==> src/rtl/playfield_bg_draw_if.sv <==
// Pixel-stream and border-flash handshake bundle between the VGA timing path and playfield_bg_draw.
// master drives pixel coordinates, frame strobe and flash requests; slave returns colour and status.
interface playfield_bg_draw_if;
  logic [10:0] pixelX;
  logic [10:0] pixelY;
  logic        startOfFrame;
  logic        flashReq;
  logic [3:0]  flashCount;
  logic [7:0]  BG_RGB;
  logic        insidePlayfield;
  logic        flashBusy;

  modport master (
    output pixelX, pixelY, startOfFrame, flashReq, flashCount,
    input  BG_RGB, insidePlayfield, flashBusy
  );

  modport slave (
    input  pixelX, pixelY, startOfFrame, flashReq, flashCount,
    output BG_RGB, insidePlayfield, flashBusy
  );
endinterface

==> src/rtl/playfield_bg_draw.sv <==
// Framed playfield background painter with a frame-synchronous border-flash sequencer; 1 clk pixel latency.
// Optional macro GRID_LINES_EN paints a tile grid over the inner fill.
module playfield_bg_draw #(
  parameter int          ORIGIN_X     = 16,
  parameter int          ORIGIN_Y     = 16,
  parameter int          FIELD_W      = 544,
  parameter int          FIELD_H      = 448,
  parameter logic [7:0]  OUTER_RGB    = 8'hFC,
  parameter logic [7:0]  BORDER_RGB   = 8'hFF,
  parameter logic [7:0]  FLASH_RGB    = 8'hE0,
  parameter logic [7:0]  INNER_RGB    = 8'hAF,
`ifdef GRID_LINES_EN
  parameter int          TILE_LOG2    = 4,
  parameter logic [7:0]  GRID_RGB     = 8'h6E,
`endif
  parameter int          BLINK_FRAMES = 8
) (
  input logic              clk,
  input logic              reset,
  playfield_bg_draw_if.slave bus
);

  localparam logic [1:0] ST_IDLE = 2'd0;
  localparam logic [1:0] ST_ON   = 2'd1;
  localparam logic [1:0] ST_OFF  = 2'd2;

  localparam int             FCW     = $clog2(BLINK_FRAMES + 1);
  localparam logic [FCW-1:0] FC_LAST = FCW'(BLINK_FRAMES - 1);

  localparam logic [10:0] X_L = 11'(ORIGIN_X);
  localparam logic [10:0] X_R = 11'(ORIGIN_X + FIELD_W);
  localparam logic [10:0] Y_T = 11'(ORIGIN_Y);
  localparam logic [10:0] Y_B = 11'(ORIGIN_Y + FIELD_H);

  logic [1:0]     state_q, state_d;
  logic [FCW-1:0] frame_cnt_q, frame_cnt_d;
  logic [3:0]     remaining_q, remaining_d;
  logic           flash_busy_q, flash_busy_d;
  logic [7:0]     bg_rgb_q, bg_rgb_d;
  logic           inside_q, inside_d;

  always_comb begin
    state_d      = state_q;
    frame_cnt_d  = frame_cnt_q;
    remaining_d  = remaining_q;
    flash_busy_d = flash_busy_q;
    case (state_q)
      ST_IDLE: begin
        if (bus.flashReq && (bus.flashCount != 4'd0)) begin
          state_d      = ST_ON;
          remaining_d  = bus.flashCount;
          frame_cnt_d  = '0;
          flash_busy_d = 1'b1;
        end
      end
      ST_ON, ST_OFF: begin
        if (bus.startOfFrame) begin
          if (frame_cnt_q == FC_LAST) begin
            frame_cnt_d = '0;
            if (state_q == ST_ON) begin
              state_d = ST_OFF;
            end else if (remaining_q > 4'd1) begin
              state_d     = ST_ON;
              remaining_d = remaining_q - 4'd1;
            end else begin
              state_d      = ST_IDLE;
              remaining_d  = 4'd0;
              flash_busy_d = 1'b0;
            end
          end else begin
            frame_cnt_d = frame_cnt_q + FCW'(1);
          end
        end
      end
      default: begin
        state_d      = ST_IDLE;
        frame_cnt_d  = '0;
        remaining_d  = 4'd0;
        flash_busy_d = 1'b0;
      end
    endcase
  end

  logic on_col, on_row, border_px, inside_px, grid_px;
  logic [7:0] border_rgb;

  always_comb begin
    on_col    = ((bus.pixelX == X_L) || (bus.pixelX == X_R)) &&
                (bus.pixelY >= Y_T) && (bus.pixelY <= Y_B);
    on_row    = ((bus.pixelY == Y_T) || (bus.pixelY == Y_B)) &&
                (bus.pixelX >= X_L) && (bus.pixelX <= X_R);
    border_px = on_col || on_row;
    inside_px = (bus.pixelX > X_L) && (bus.pixelX < X_R) &&
                (bus.pixelY > Y_T) && (bus.pixelY < Y_B);
    // Next-state colour, so a flash accepted mid-frame shows on the same edge flashBusy rises.
    border_rgb = (state_d == ST_ON) ? FLASH_RGB : BORDER_RGB;
  end

`ifdef GRID_LINES_EN
  logic [TILE_LOG2-1:0] dx_lo, dy_lo;
  always_comb begin
    dx_lo   = bus.pixelX[TILE_LOG2-1:0] - X_L[TILE_LOG2-1:0];
    dy_lo   = bus.pixelY[TILE_LOG2-1:0] - Y_T[TILE_LOG2-1:0];
    grid_px = inside_px && ((dx_lo == '0) || (dy_lo == '0));
  end
`else
  assign grid_px = 1'b0;
`endif

  always_comb begin
    bg_rgb_d = OUTER_RGB;
    inside_d = inside_px;
    if (border_px) begin
      bg_rgb_d = border_rgb;
`ifdef GRID_LINES_EN
    end else if (grid_px) begin
      bg_rgb_d = GRID_RGB;
`endif
    end else if (inside_px && !grid_px) begin
      bg_rgb_d = INNER_RGB;
    end
  end

  always_ff @(posedge clk) begin
    if (reset) begin
      state_q      <= ST_IDLE;
      frame_cnt_q  <= '0;
      remaining_q  <= 4'd0;
      flash_busy_q <= 1'b0;
      bg_rgb_q     <= OUTER_RGB;
      inside_q     <= 1'b0;
    end else begin
      state_q      <= state_d;
      frame_cnt_q  <= frame_cnt_d;
      remaining_q  <= remaining_d;
      flash_busy_q <= flash_busy_d;
      bg_rgb_q     <= bg_rgb_d;
      inside_q     <= inside_d;
    end
  end

  assign bus.BG_RGB          = bg_rgb_q;
  assign bus.insidePlayfield = inside_q;
  assign bus.flashBusy       = flash_busy_q;

endmodule
==> src/flat_wrapper.sv <==
// flat-port wrapper written by rule: the top's interface ports become plain ports
module playfield_bg_draw_flat 
#(
  parameter int          ORIGIN_X     = 16,
  parameter int          ORIGIN_Y     = 16,
  parameter int          FIELD_W      = 544,
  parameter int          FIELD_H      = 448,
  parameter logic [7:0]  OUTER_RGB    = 8'hFC,
  parameter logic [7:0]  BORDER_RGB   = 8'hFF,
  parameter logic [7:0]  FLASH_RGB    = 8'hE0,
  parameter logic [7:0]  INNER_RGB    = 8'hAF,

  parameter int          BLINK_FRAMES = 8
)
  (clk, reset, bus_pixelX, bus_pixelY, bus_startOfFrame, bus_flashReq, bus_flashCount, bus_BG_RGB, bus_insidePlayfield, bus_flashBusy);
  playfield_bg_draw_if bus_i ();
  input logic clk;
  input logic reset;
  input wire logic [$bits(bus_i.pixelX)-1:0] bus_pixelX;
  input wire logic [$bits(bus_i.pixelY)-1:0] bus_pixelY;
  input wire logic [$bits(bus_i.startOfFrame)-1:0] bus_startOfFrame;
  input wire logic [$bits(bus_i.flashReq)-1:0] bus_flashReq;
  input wire logic [$bits(bus_i.flashCount)-1:0] bus_flashCount;
  output wire logic [$bits(bus_i.BG_RGB)-1:0] bus_BG_RGB;
  output wire logic [$bits(bus_i.insidePlayfield)-1:0] bus_insidePlayfield;
  output wire logic [$bits(bus_i.flashBusy)-1:0] bus_flashBusy;
  assign bus_i.pixelX = bus_pixelX;
  assign bus_i.pixelY = bus_pixelY;
  assign bus_i.startOfFrame = bus_startOfFrame;
  assign bus_i.flashReq = bus_flashReq;
  assign bus_i.flashCount = bus_flashCount;
  assign bus_BG_RGB = bus_i.BG_RGB;
  assign bus_insidePlayfield = bus_i.insidePlayfield;
  assign bus_flashBusy = bus_i.flashBusy;
  playfield_bg_draw #(.ORIGIN_X(ORIGIN_X), .ORIGIN_Y(ORIGIN_Y), .FIELD_W(FIELD_W), .FIELD_H(FIELD_H), .OUTER_RGB(OUTER_RGB), .BORDER_RGB(BORDER_RGB), .FLASH_RGB(FLASH_RGB), .INNER_RGB(INNER_RGB), .BLINK_FRAMES(BLINK_FRAMES)) u_core (.clk(clk), .reset(reset), .bus(bus_i));
endmodule
==> config.mk <==
export PLATFORM = sky130hd
export DESIGN_NAME = playfield_bg_draw_flat
export DESIGN_NICKNAME = d
export VERILOG_FILES = /design/src/rtl/playfield_bg_draw_if.sv /design/src/rtl/playfield_bg_draw.sv /design/src/flat_wrapper.sv
export SDC_FILE = /design/constraint.sdc
export NUM_CORES = 1
export LEC_CHECK = 0
export BUFFER_PORTS_ARGS = -buffer_cell sky130_fd_sc_hd__buf_2
export CORE_UTILIZATION = 53
export DETAILED_ROUTE_END_ITERATION = 7
export PLACE_DENSITY = 0.84
export SLEW_MARGIN = 20
export SYNTH_ARGS = -nofsm -noshare
export SYNTH_HDL_FRONTEND = slang
export SYNTH_SLANG_ARGS = --single-unit
==> constraint.sdc <==
create_clock -name clk -period 6 [get_ports clk]
set_input_delay 0.6 -clock clk [delete_from_list [all_inputs] [get_ports clk]]
set_output_delay 0.6 -clock clk [all_outputs]
set_load 0.05 [all_outputs]
# Yosys cells after proc, flatten, opt, wreduce, memory -nomap -nowiden
# Cells that the tools add are included.
[op_classes]
add_sub_neg = 2
order_cmp = 9
eq_ne = 13
mux = 25
reduce_logical = 17
[ops]
columns = ["operator", "n"]
rows = [
  ["$mux 4", 8],
  ["$eq 11x5->1 const B", 2],
  ["$ge 11x5->1 const B", 2],
  ["$gt 11x5->1 const B", 2],
  ["$pmux 4 s2", 2],
  ["$eq 11x10->1 const B", 1],
  ["$eq 11x9->1 const B", 1],
  ["$le 11x10->1 const B", 1],
  ["$le 11x9->1 const B", 1],
  ["$lt 11x10->1 const B", 1],
  ["$lt 11x9->1 const B", 1],
  ["$logic_and 1x1->1", 8],
  ["$mux 2", 4],
  ["$mux 8", 1],
  ["$mux 7", 1],
  ["$mux 1", 6],
  ["$ne 2x2->1 const B", 3],
  ["$mux 5", 1],
  ["$reduce_and 5->1", 1],
  ["$add 4x1->4 const B", 1],
  ["$eq 2x1->1 const B", 2],
  ["$eq 4x3->1 const B", 1],
  ["$gt 4x1->1 const B", 1],
  ["$ne 2x1->1 const B", 2],
  ["other kinds (10)", 12],
]
[word_totals]
regBits = 20
input_bits = 30

# Depth between registers and ports, before layout
# Gate-level depths: netlist of run 1.
[depth]
depth_word = 9
ltp_mapped = 7
ltp_nobuf = 7

# Worst setup path before layout of run 1
# Ideal clock, no wire load.
[synth_timing]
path_kind = "reg-to-reg"
start = "register u_core.state_q[1]"
end = "register u_core.bg_rgb_q[3] (netlist: u_core.bus.BG_RGB[3])"
setup_time_ns = 0.127
t_arrival_ns = 1.992
slack_ns = 3.881
stages_incl_launch_ff = 8
path_cell_list = "dfxtp_1 inv_1 ha_1 buf_6 o31ai_1 o311a_2 or3b_1 or3_1"
[synth_between]
elab_chain_len = 8
elab_cells_between_ends = 12
classes_between = "eq/ne: 3; mux: 7; reduce/logical: 2"
[synth_lines]
columns = ["element", "line_no", "rtl"]
rows = [
  ["start, declared", "playfield_bg_draw.sv:35", "logic [1:0] state_q, state_d;"],
  ["start signal, assigned", "playfield_bg_draw.sv:133", "state_q <= state_d;"],
  ["$eq 2x1->1", "playfield_bg_draw.sv:47, playfield_bg_draw.sv:60", ""],
  ["$mux 2", "playfield_bg_draw.sv:60", "if (state_q == ST_ON) begin"],
  ["$mux 2", "playfield_bg_draw.sv:58", "if (frame_cnt_q == FC_LAST) begin"],
  ["$mux 2", "playfield_bg_draw.sv:57", "if (bus.startOfFrame) begin"],
  ["$pmux 2 s2 *", "playfield_bg_draw.sv:47", "case (state_q)"],
  ["$eq 2x1->1 *", "playfield_bg_draw.sv:96", "border_rgb = (state_d == ST_ON) ? FLASH_RGB : BORDER_RGB;"],
  ["$mux 5 *", "playfield_bg_draw.sv:96", ""],
  ["$mux 8 *", "playfield_bg_draw.sv:113", "if (border_px) begin"],
  ["end signal, assigned", "playfield_bg_draw.sv:137", "bg_rgb_q <= bg_rgb_d;"],
  ["end, declared", "playfield_bg_draw.sv:39", "logic [7:0] bg_rgb_q, bg_rgb_d;"],
]
# Mark *: on every way between the ends. The rest lies on a longest branch, timed or not.
# A chain may end at the register's enable or synchronous reset.

# Final worst setup path of run 1
# Same ends and word-level chain as after synthesis.

==> results of run 1 <==
layout make-up:
| class | instances | share of cell area, % |
|---|---|---|
| repair buffers | 37 | 14.0 |
| flip-flops and latches | 16 | 24.2 |
| multi-input cells | 104 | 55.1 |
| inverters | 5 | 1.42 |
| well taps | 27 | 2.55 |
| clock buffers | 4 | 2.74 |
cell families after synthesis:
| kind of cell | synth area share (%) |
|---|---|
| buf+inv | 6.69 |
| fa+ha+maj | 6.69 |
| compound gates | 21.0 |
| flops | 28.5 |
| other cells | 0.334 |
| simple gates | 31.4 |
| xor+xnor | 3.12 |
| mux | 2.23 |
path summary, 6_finish.rpt:
| check | start | to | cells after the start |
|---|---|---|---|
| worst max register to register | u_core.state_q[1] | u_core.bus.BG_RGB[3] | 6 |
| worst max-delay path | u_core.state_q[1] | u_core.bus.BG_RGB[3] | 6 |
| worst min register to register | u_core.remaining_q[1] | u_core.remaining_q[1] | 2 |
| worst min-delay path | u_core.remaining_q[1] | u_core.remaining_q[1] | 2 |
through the flow:
stage                     cells  utilization, %  hold WS [ps]
after detailed placement    189            65.0           466
final                       193            66.9           482
after global routing        193            66.9           512
after CTS                   193            66.9           480
after floorplan             133               -           449
after global placement      189            65.0           463
critical path: stages, from the launching register on:
cell and delay (ps):
dfxtp_1 400, inv_1 80, ha_1 460, o31ai_1 230, o311a_2 400, or3b_1 370
or3_1 340
registers in the layout, indices dropped and copies added, names as in the netlist:
register,count
u_core.state_q,2
u_core.frame_cnt_q,4
u_core.bus.flashBusy,1
u_core.remaining_q,4
u_core.bus.insidePlayfield,1
u_core.bus.BG_RGB,4
synthesized netlist by cell type (2+ instances only):
cell type  instances  area, um^2
clkbuf_1           2        7.51
nand3_1            3        15.0
nor3_1             6        30.0
o21ai_0            4        20.0
dfxtp_1           16         320
or3_1              8        50.1
nand2_1           12        45.0
nor4_1             2        12.5
a2bb2oi_1          3        26.3
a21oi_1            6        30.0
nand4b_1           3        26.3
and3_1             2        12.5
or2_2              2        12.5
buf_4              4        30.0
xnor2_1            4        35.0
inv_1              5        18.8
ha_1               6        75.1
nand3b_1           2        15.0
a211oi_1           2        15.0
nor2_1             8        30.0
metal layers:
| layer | track usage [%] | part of all wire, % | up-vias |
|---|---|---|---|
| met5 | 0 | 0 | - |
| met4 | 10.0 | 1.4 | 0 |
| met3 | 4.15 | 3.2 | 4 |
| met2 | 42.4 | 52 | 28 |
| met1 | 25.1 | 44 | 521 |
| li1 | - | - | 559 |
where the power goes:
group	leakage [nW]	total (mW)	switching (mW)	internal (mW)
Combinational	0.426	0.0757	0.0422	0.0335
Clock	0.0210	0.0708	0.0338	0.0369
Sequential	0.130	0.116	0.00455	0.111
Total	0.577	0.262	0.0806	0.182
==> reports/qor.csv, run 1 <==
metric,value,unit
Multi-input gate area,731,um^2
Layout fillers,175,
Cell variety after synth,52,
WP data arrival,2590,ps
Fmax,413,MHz
Routed WL,2460,um
first-pass GRT wire length,3680,um
PnR Total Power,0.262,mW
cts repair resizes,0,
"Setup Fix Bufs, Post-CTS",0,
Max Slew Vio Count,0,
Post-DP Area,1290,um^2
crit start category,flop,
"commonest non-fill, non-tap cells in the layout","buf_2 (37), dfxtp_1 (16), nand2_1 (12)",
pre-CTS setup slack,3610,ps
drt wl/cell,12.8,um
Post-synth EDFFs,0,
H-tree depth,1,
Least-Margin Pin Slew,699,ps
Final HPWL DP,1950,um
RSZ-0062 raised after global routing,no,
share of cells above drive strength 1,30.7,%
Setup Skew,12.4,ps
"Hold-fix buffers, CTS",0,
initial DRC count,20,
clock sinks,16,
clock slew at reported path FFs,100,ps
Area Overhead vs Synth,18.1,%
IO Port Bufs,37,
TritonRoute pass-1 iters,4,
CP Data Required Time,6170,ps
worst-skew pair later-pin latency,290,ps
Root Buffer,clkbuf_4,
Die Wd,48.0,um
Setup crit end kind,flop,
fin crit share,40.3,%
Yosys warning count,0,
Setup TNS,0,ps
I/O pins,40,
Post-DRT Antenna Nets,0,
synthesized area,1120,um^2
ys async rst share,0,%
worst vdd ir,0.000145,V
instance count of the mapped netlist,132,
initial antenna violation count,0,
critical path peak fanout,10,
WS Path Type,reg2reg,
"Hold Vio Cnt, Final",0,
Die H,48.0,um
synthesized flop and latch total,16,
GRT overflow,0,
min cycle time layout,2420,ps
dominant synthesized flop cell,dfxtp_1,
via density per instance,5.76,
number of remaining DRC errors,0,
GRT Util Overall,22.9,%
core area,1980,um^2
DR vias,1112,
# setup viols final,0,
Starting Density,56.6,%
post-route setup slack,3580,ps
antenna diode count,0,
pin count of the biggest net entering global routing,16,
R2R Setup Slk,3580,ps
clock buffer depth,2,
Max Cap Viol,0,
Leak,0.577,nW
area occupied by registers,320,um^2
pwr dens,198,nW/um^2
fin area,1330,um^2
post-synthesis sequential area ratio,28.5,%
Final #Nets,203,
Die ar.,2310,um^2
vias in the first global route,969,
Hold Crit Class,reg2reg,
Num CTS Buffers,3,
Slew HR,53.0,%
GP Congestion,0.795,
Row Count,16,
"leading cell type in the layout, fill and taps excluded",buf_2,
CTS tree,built,
status,"complete, no violations",
syn_area_per_cell,8.50,um^2
Power figures use the tool's default switching activity.
==> inputs of run 2 (changes only) <==
--- a/config.mk
+++ b/config.mk
@@ -6,9 +6,9 @@
 export NUM_CORES = 1
 export LEC_CHECK = 0
 export BUFFER_PORTS_ARGS = -buffer_cell sky130_fd_sc_hd__buf_2
-export CORE_UTILIZATION = 53
+export CORE_UTILIZATION = 44
 export DETAILED_ROUTE_END_ITERATION = 7
-export PLACE_DENSITY = 0.84
+export PLACE_DENSITY = 0.75
 export SLEW_MARGIN = 20
 export SYNTH_ARGS = -nofsm -noshare
 export SYNTH_HDL_FRONTEND = slang
==> constraint.sdc (replaced) <==
create_clock -name clk -period 2.1 [get_ports clk]
set_input_delay 0.21 -clock clk [delete_from_list [all_inputs] [get_ports clk]]
set_output_delay 0.21 -clock clk [all_outputs]
set_load 0.05 [all_outputs]
==> run 2 against run 1 <==
Effect of this change: cell area increased by 5.6%; die area increased by 20%; largest power group unchanged; sequential share of layout area decreased by 0.83 points; worst hold slack got worse by 220 ps; combinational power increased to 3.1 times the previous value; critical endpoint unchanged; register-to-register slack got worse by 3500 ps; non-clock buffer count increased by 8.
==> reports/qor.csv, run 2 (synthesized netlist as in run 1, its figures left out) <==
metric,value,unit
min cycle time layout,2040,ps
Die Wd,52.5,um
WP data arrival,2200,ps
DR vias,1147,
Leak,0.604,nW
IO Port Bufs,37,
initial antenna violation count,0,
worst vdd ir,0.000344,V
Die ar.,2760,um^2
worst reg2reg path depth,6,
"Hold Vio Cnt, Final",0,
Post-DRT Antenna Nets,0,
Setup Skew,12.9,ps
GP Congestion,0.832,
number of remaining DRC errors,0,
"leading cell type in the layout, fill and taps excluded",buf_2,
Layout fillers,205,
worst-skew pair later-pin latency,280,ps
Flop pwr share,46.1,%
Setup crit end kind,flop,
Area Overhead vs Synth,24.6,%
core area,2300,um^2
Row Count,17,
Starting Density,48.9,%
Internal Dissipation,0.493,mW
# setup viols final,0,
final core occ,60.9,%
"Hold-fix buffers, CTS",0,
Inst Count DP,197,
PnR Total Power,0.720,mW
Final #Nets,211,
Setup TNS,0,ps
"commonest non-fill, non-tap cells in the layout","buf_2 (37), nand2_1 (12), dfxtp_1 (11)",
WHS Path Cells,2,
CP max stage delay,380,ps
fin crit share,97.1,%
Die H,52.5,um
vias in the first global route,1045,
crit start category,flop,
CP Cell Sequence,"ha_4, nand4b_4, mux2_4, a22oi_2, or3b_1, or3_1",
clock sinks,16,
share of cells above drive strength 1,38.2,%
CP Data Required Time,2260,ps
clock slew at reported path FFs,90,ps
Net Switching,0.227,mW
CTS tree,built,
Root Buffer,clkbuf_4,
drt wl/cell,13.2,um
WS Path Type,reg2reg,
hold_ws,264,ps
Max Cap Viol,0,
Final HPWL DP,2150,um
Combinational Power Share,32.3,%
critical path peak fanout,5,
Fmax,491,MHz
TritonRoute pass-1 iters,4,
GRT Util Overall,20.9,%
Hold Crit Class,in2reg,
Max Slew Vio Count,0,
clock buffer depth,2,
fin cells,201,
Worst path slowest cell,dfxtp_2,
Routed WL,2660,um
Num CTS Buffers,3,
first-pass GRT wire length,4300,um
I/O pins,40,
antenna diode count,0,
GRT overflow,0,
status,"complete, no violations",
pwr dens,515,nW/um^2
Clk pwr share,21.5,%
pin count of the biggest net entering global routing,16,
switch share,31.5,%
via density per instance,5.71,
H-tree depth,1,
initial DRC count,26,
run 2: what timing repair did:
action                     in CTS  in global routing
setup endpoints to repair       1                  1
pin swaps                       0                  1
buffers inserted                0                  1
resized for setup               2                  6
run 2: routing by layer:
layer / track usage [%] / share of wire [%] / up-vias
met4: 6.58 / 1.7 / 0
met5: 0 / 0 / -
met2: 38.6 / 52 / 39
met3: 3.48 / 3.8 / 8
met1: 23.9 / 43 / 528
li1: - / - / 572
run 2: final cells by class:
class / instances / area (um^2) / share of cell area [%]
Clock buffer: 3 / 22.5 / 1.61
Inverter: 5 / 18.8 / 1.34
Multi-Input combinational cell: 104 / 751 / 53.7
Sequential cell: 16 / 327 / 23.3
Tap cell: 28 / 35.0 / 2.50
Timing Repair Buffer: 45 / 245 / 17.5
run 2: through the flow:
stage | setup slack (ps) | area, um^2
floorplan | 18.0 | 1130
global placement | 76.9 | 1350
detailed placement | -19.9 | 1350
CTS | 11.6 | 1370
global route | -10.9 | 1400
finish | 61.9 | 1400
run 2: worst paths after layout:
kind,startpoint,to,slack (ps)
min,reset,u_core.frame_cnt_q[2],260
min reg2reg,u_core.remaining_q[1],u_core.remaining_q[1],480
max,u_core.frame_cnt_q[0],u_core.bus.BG_RGB[3],60
max reg2reg,u_core.frame_cnt_q[0],u_core.bus.BG_RGB[3],60
run 2: critical path, delay by kind of cell, from the launching register on:
| kind | cells | cell delay (ps) |
|---|---|---|
| AOI/OAI and AO/OA | 1 | 210 |
| DFF | 1 | 380 |
| adders and majority gates | 1 | 160 |
| muxes | 1 | 330 |
| and+or+nand+nor | 3 | 850 |
run 2: power by group through the flow:
stage	Sequential [mW]	Clock [mW]	Combinational [mW]
4_1_cts	0.331	0.161	0.226
3_5_place_dp	0.338	0	0.225
5_1_grt	0.334	0.173	0.256
6_report	0.332	0.155	0.233
2_1_floorplan	0.350	0	0.146
3_3_place_gp	0.337	0	0.219
==> inputs of run 3 (changes only) <==
--- a/config.mk
+++ b/config.mk
@@ -8,7 +8,8 @@
 export BUFFER_PORTS_ARGS = -buffer_cell sky130_fd_sc_hd__buf_2
 export CORE_UTILIZATION = 44
 export DETAILED_ROUTE_END_ITERATION = 7
-export PLACE_DENSITY = 0.75
+export PLACE_DENSITY = 0.82
+export RECOVER_POWER = 100
 export SLEW_MARGIN = 20
 export SYNTH_ARGS = -nofsm -noshare
 export SYNTH_HDL_FRONTEND = slang
==> run 3 against run 2 <==
Effect of this change: die area stayed put; fmax is 0.35% higher; via count is 1.5% higher; register-to-register slack about the same; clock power increased by 33%; cell area up 0.98%; worst hold slack worse by 7.7 ps; combinational power grew 2%; clock skew shrank 10 ps; global-route usage grew 1.5 points; critical path type unchanged; critical endpoint unchanged; largest cell class unchanged; largest power group unchanged; highest routed layer unchanged.
==> reports/qor.csv, run 3 (synthesized netlist as in run 1, its figures left out) <==
metric,value,unit
Root Buffer,clkbuf_4,
RR Endpoint,u_core.bus.BG_RGB[3],
crit start category,flop,
final core occ,61.5,%
antenna diode count,0,
Final #Nets,210,
Post-DP Area,1340,um^2
Leak,0.586,nW
critical path peak fanout,4,
"Hold-fix buffers, CTS",0,
vias in the first global route,1141,
core area,2300,um^2
H-tree depth,1,
CP Data Required Time,2290,ps
Starting Density,48.9,%
"commonest non-fill, non-tap cells in the layout","buf_2 (29), nand2_1 (12), dfxtp_1 (11)",
Area Overhead vs Synth,25.9,%
Least-Margin Pin Slew,625,ps
worst-skew pair later-pin latency,290,ps
crit path buf inv count,1,
Row Count,17,
GP Congestion,0.953,
GRT Util Overall,22.4,%
hold path start,reset,
worst vdd ir,0.000400,V
number of remaining DRC errors,0,
"delay-heaviest family, CP",simple AND/OR/NAND/NOR gates,
Setup Skew,2.73,ps
fin cells,201,
pwr dens,549,nW/um^2
status,"complete, no violations",
R2R Setup Slk,70,ps
Post-DRT Antenna Nets,0,
Slew HR,58.5,%
clock buffer depth,2,
Max Slew Vio Count,0,
clock sinks,16,
Routed WL,2880,um
WS Path Type,reg2reg,
Final HPWL DP,2170,um
Num CTS Buffers,3,
CP Cell Sequence,"inv_1, ha_1, o31ai_2, o311a_4, or3b_4, or3_1",
Max Cap Viol,0,
I/O pins,40,
TritonRoute pass-1 iters,4,
GRT overflow,0,
via density per instance,5.79,
Worst Hold Endpoint,u_core.frame_cnt_q[2],
WHS Path Cells,2,
CP max stage delay,380,ps
Die H,52.5,um
Inst Count DP,196,
# setup viols final,0,
fin crit share,96.7,%
CTS tree,built,
Fmax,492,MHz
Setup crit end kind,flop,
"leading cell type in the layout, fill and taps excluded",buf_2,
first-pass GRT wire length,4560,um
share of cells above drive strength 1,34.1,%
initial antenna violation count,0,
fin area,1410,um^2
Die ar.,2760,um^2
Setup TNS,0,ps
Hold Crit Class,in2reg,
R2R Path Start,u_core.state_q[0],
"Hold Vio Cnt, Final",0,
DR vias,1164,
clock slew at reported path FFs,90,ps
pin count of the biggest net entering global routing,16,
Die Wd,52.5,um
min cycle time layout,2030,ps
initial DRC count,21,
Worst path slowest cell,o311a_4,
IO Port Bufs,37,
worst reg2reg path depth,6,
drt wl/cell,14.3,um
PnR Total Power,0.775,mW
WP data arrival,2220,ps
-- run 3: cell count changes in the layout (fill, tap and decap cells not counted), moves of 2 or more --
cell and change:
buf_2 -8, clkbuf_1 +8, dfxtp_2 -2, dfxtp_4 +2
-- run 3: layout make-up --
type                       instances  area (um^2)
clock buffer                       4         36.3
fill                             206          885
inverter                           5         18.8
multi-input combinational        104          763
sequential                        16          332
tap                               28         35.0
timing repair buffer              44          228
-- run 3: worst max path at each step --
stage / startpoint / endpoint / slack, ps / depth (start not counted)
finish: u_core.state_q[0] / u_core.bus.BG_RGB[3] / 70 / 6
global route: u_core.state_q[1] / u_core.bus.BG_RGB[3] / -6 / 6
CTS: u_core.frame_cnt_q[1] / u_core.bus.BG_RGB[3] / 20 / 6
detailed placement: u_core.frame_cnt_q[0] / u_core.bus.BG_RGB[3] / -30 / 6
global placement: u_core.frame_cnt_q[0] / u_core.bus.BG_RGB[3] / 60 / 6
floorplan: u_core.state_q[1] / u_core.bus.BG_RGB[3] / 20 / 7
-- run 3: stage by stage --
step / setup slack, ps / hold slack, ps
finish: 69.1 / 257
global route: -6.19 / 274
CTS: 16.9 / 256
detailed placement: -25.5 / 469
global placement: 56.5 / 460
floorplan: 18.0 / 287
-- run 3: timing repair --
item,in CTS,in global routing
gates resized for setup,2,10
endpoints found under the setup margin,1,1
pin swaps,0,3
buffers inserted,0,1
-- run 3: where the power goes --
group | internal (mW) | switching [mW]
clock network | 0.106 | 0.0998
logic | 0.109 | 0.128
registers | 0.318 | 0.0147
total | 0.533 | 0.242
-- run 3: per-layer routing --
| metal | wire length [um] | track usage (%) | vias to the layer above |
|---|---|---|---|
| met1 | 1190 | 22.4 | 544 |
| met5 | 0 | 0 | - |
| met3 | 125 | 6.67 | 8 |
| met4 | 56 | 8.77 | 0 |
| li1 | - | - | 575 |
| met2 | 1500 | 42.2 | 37 |
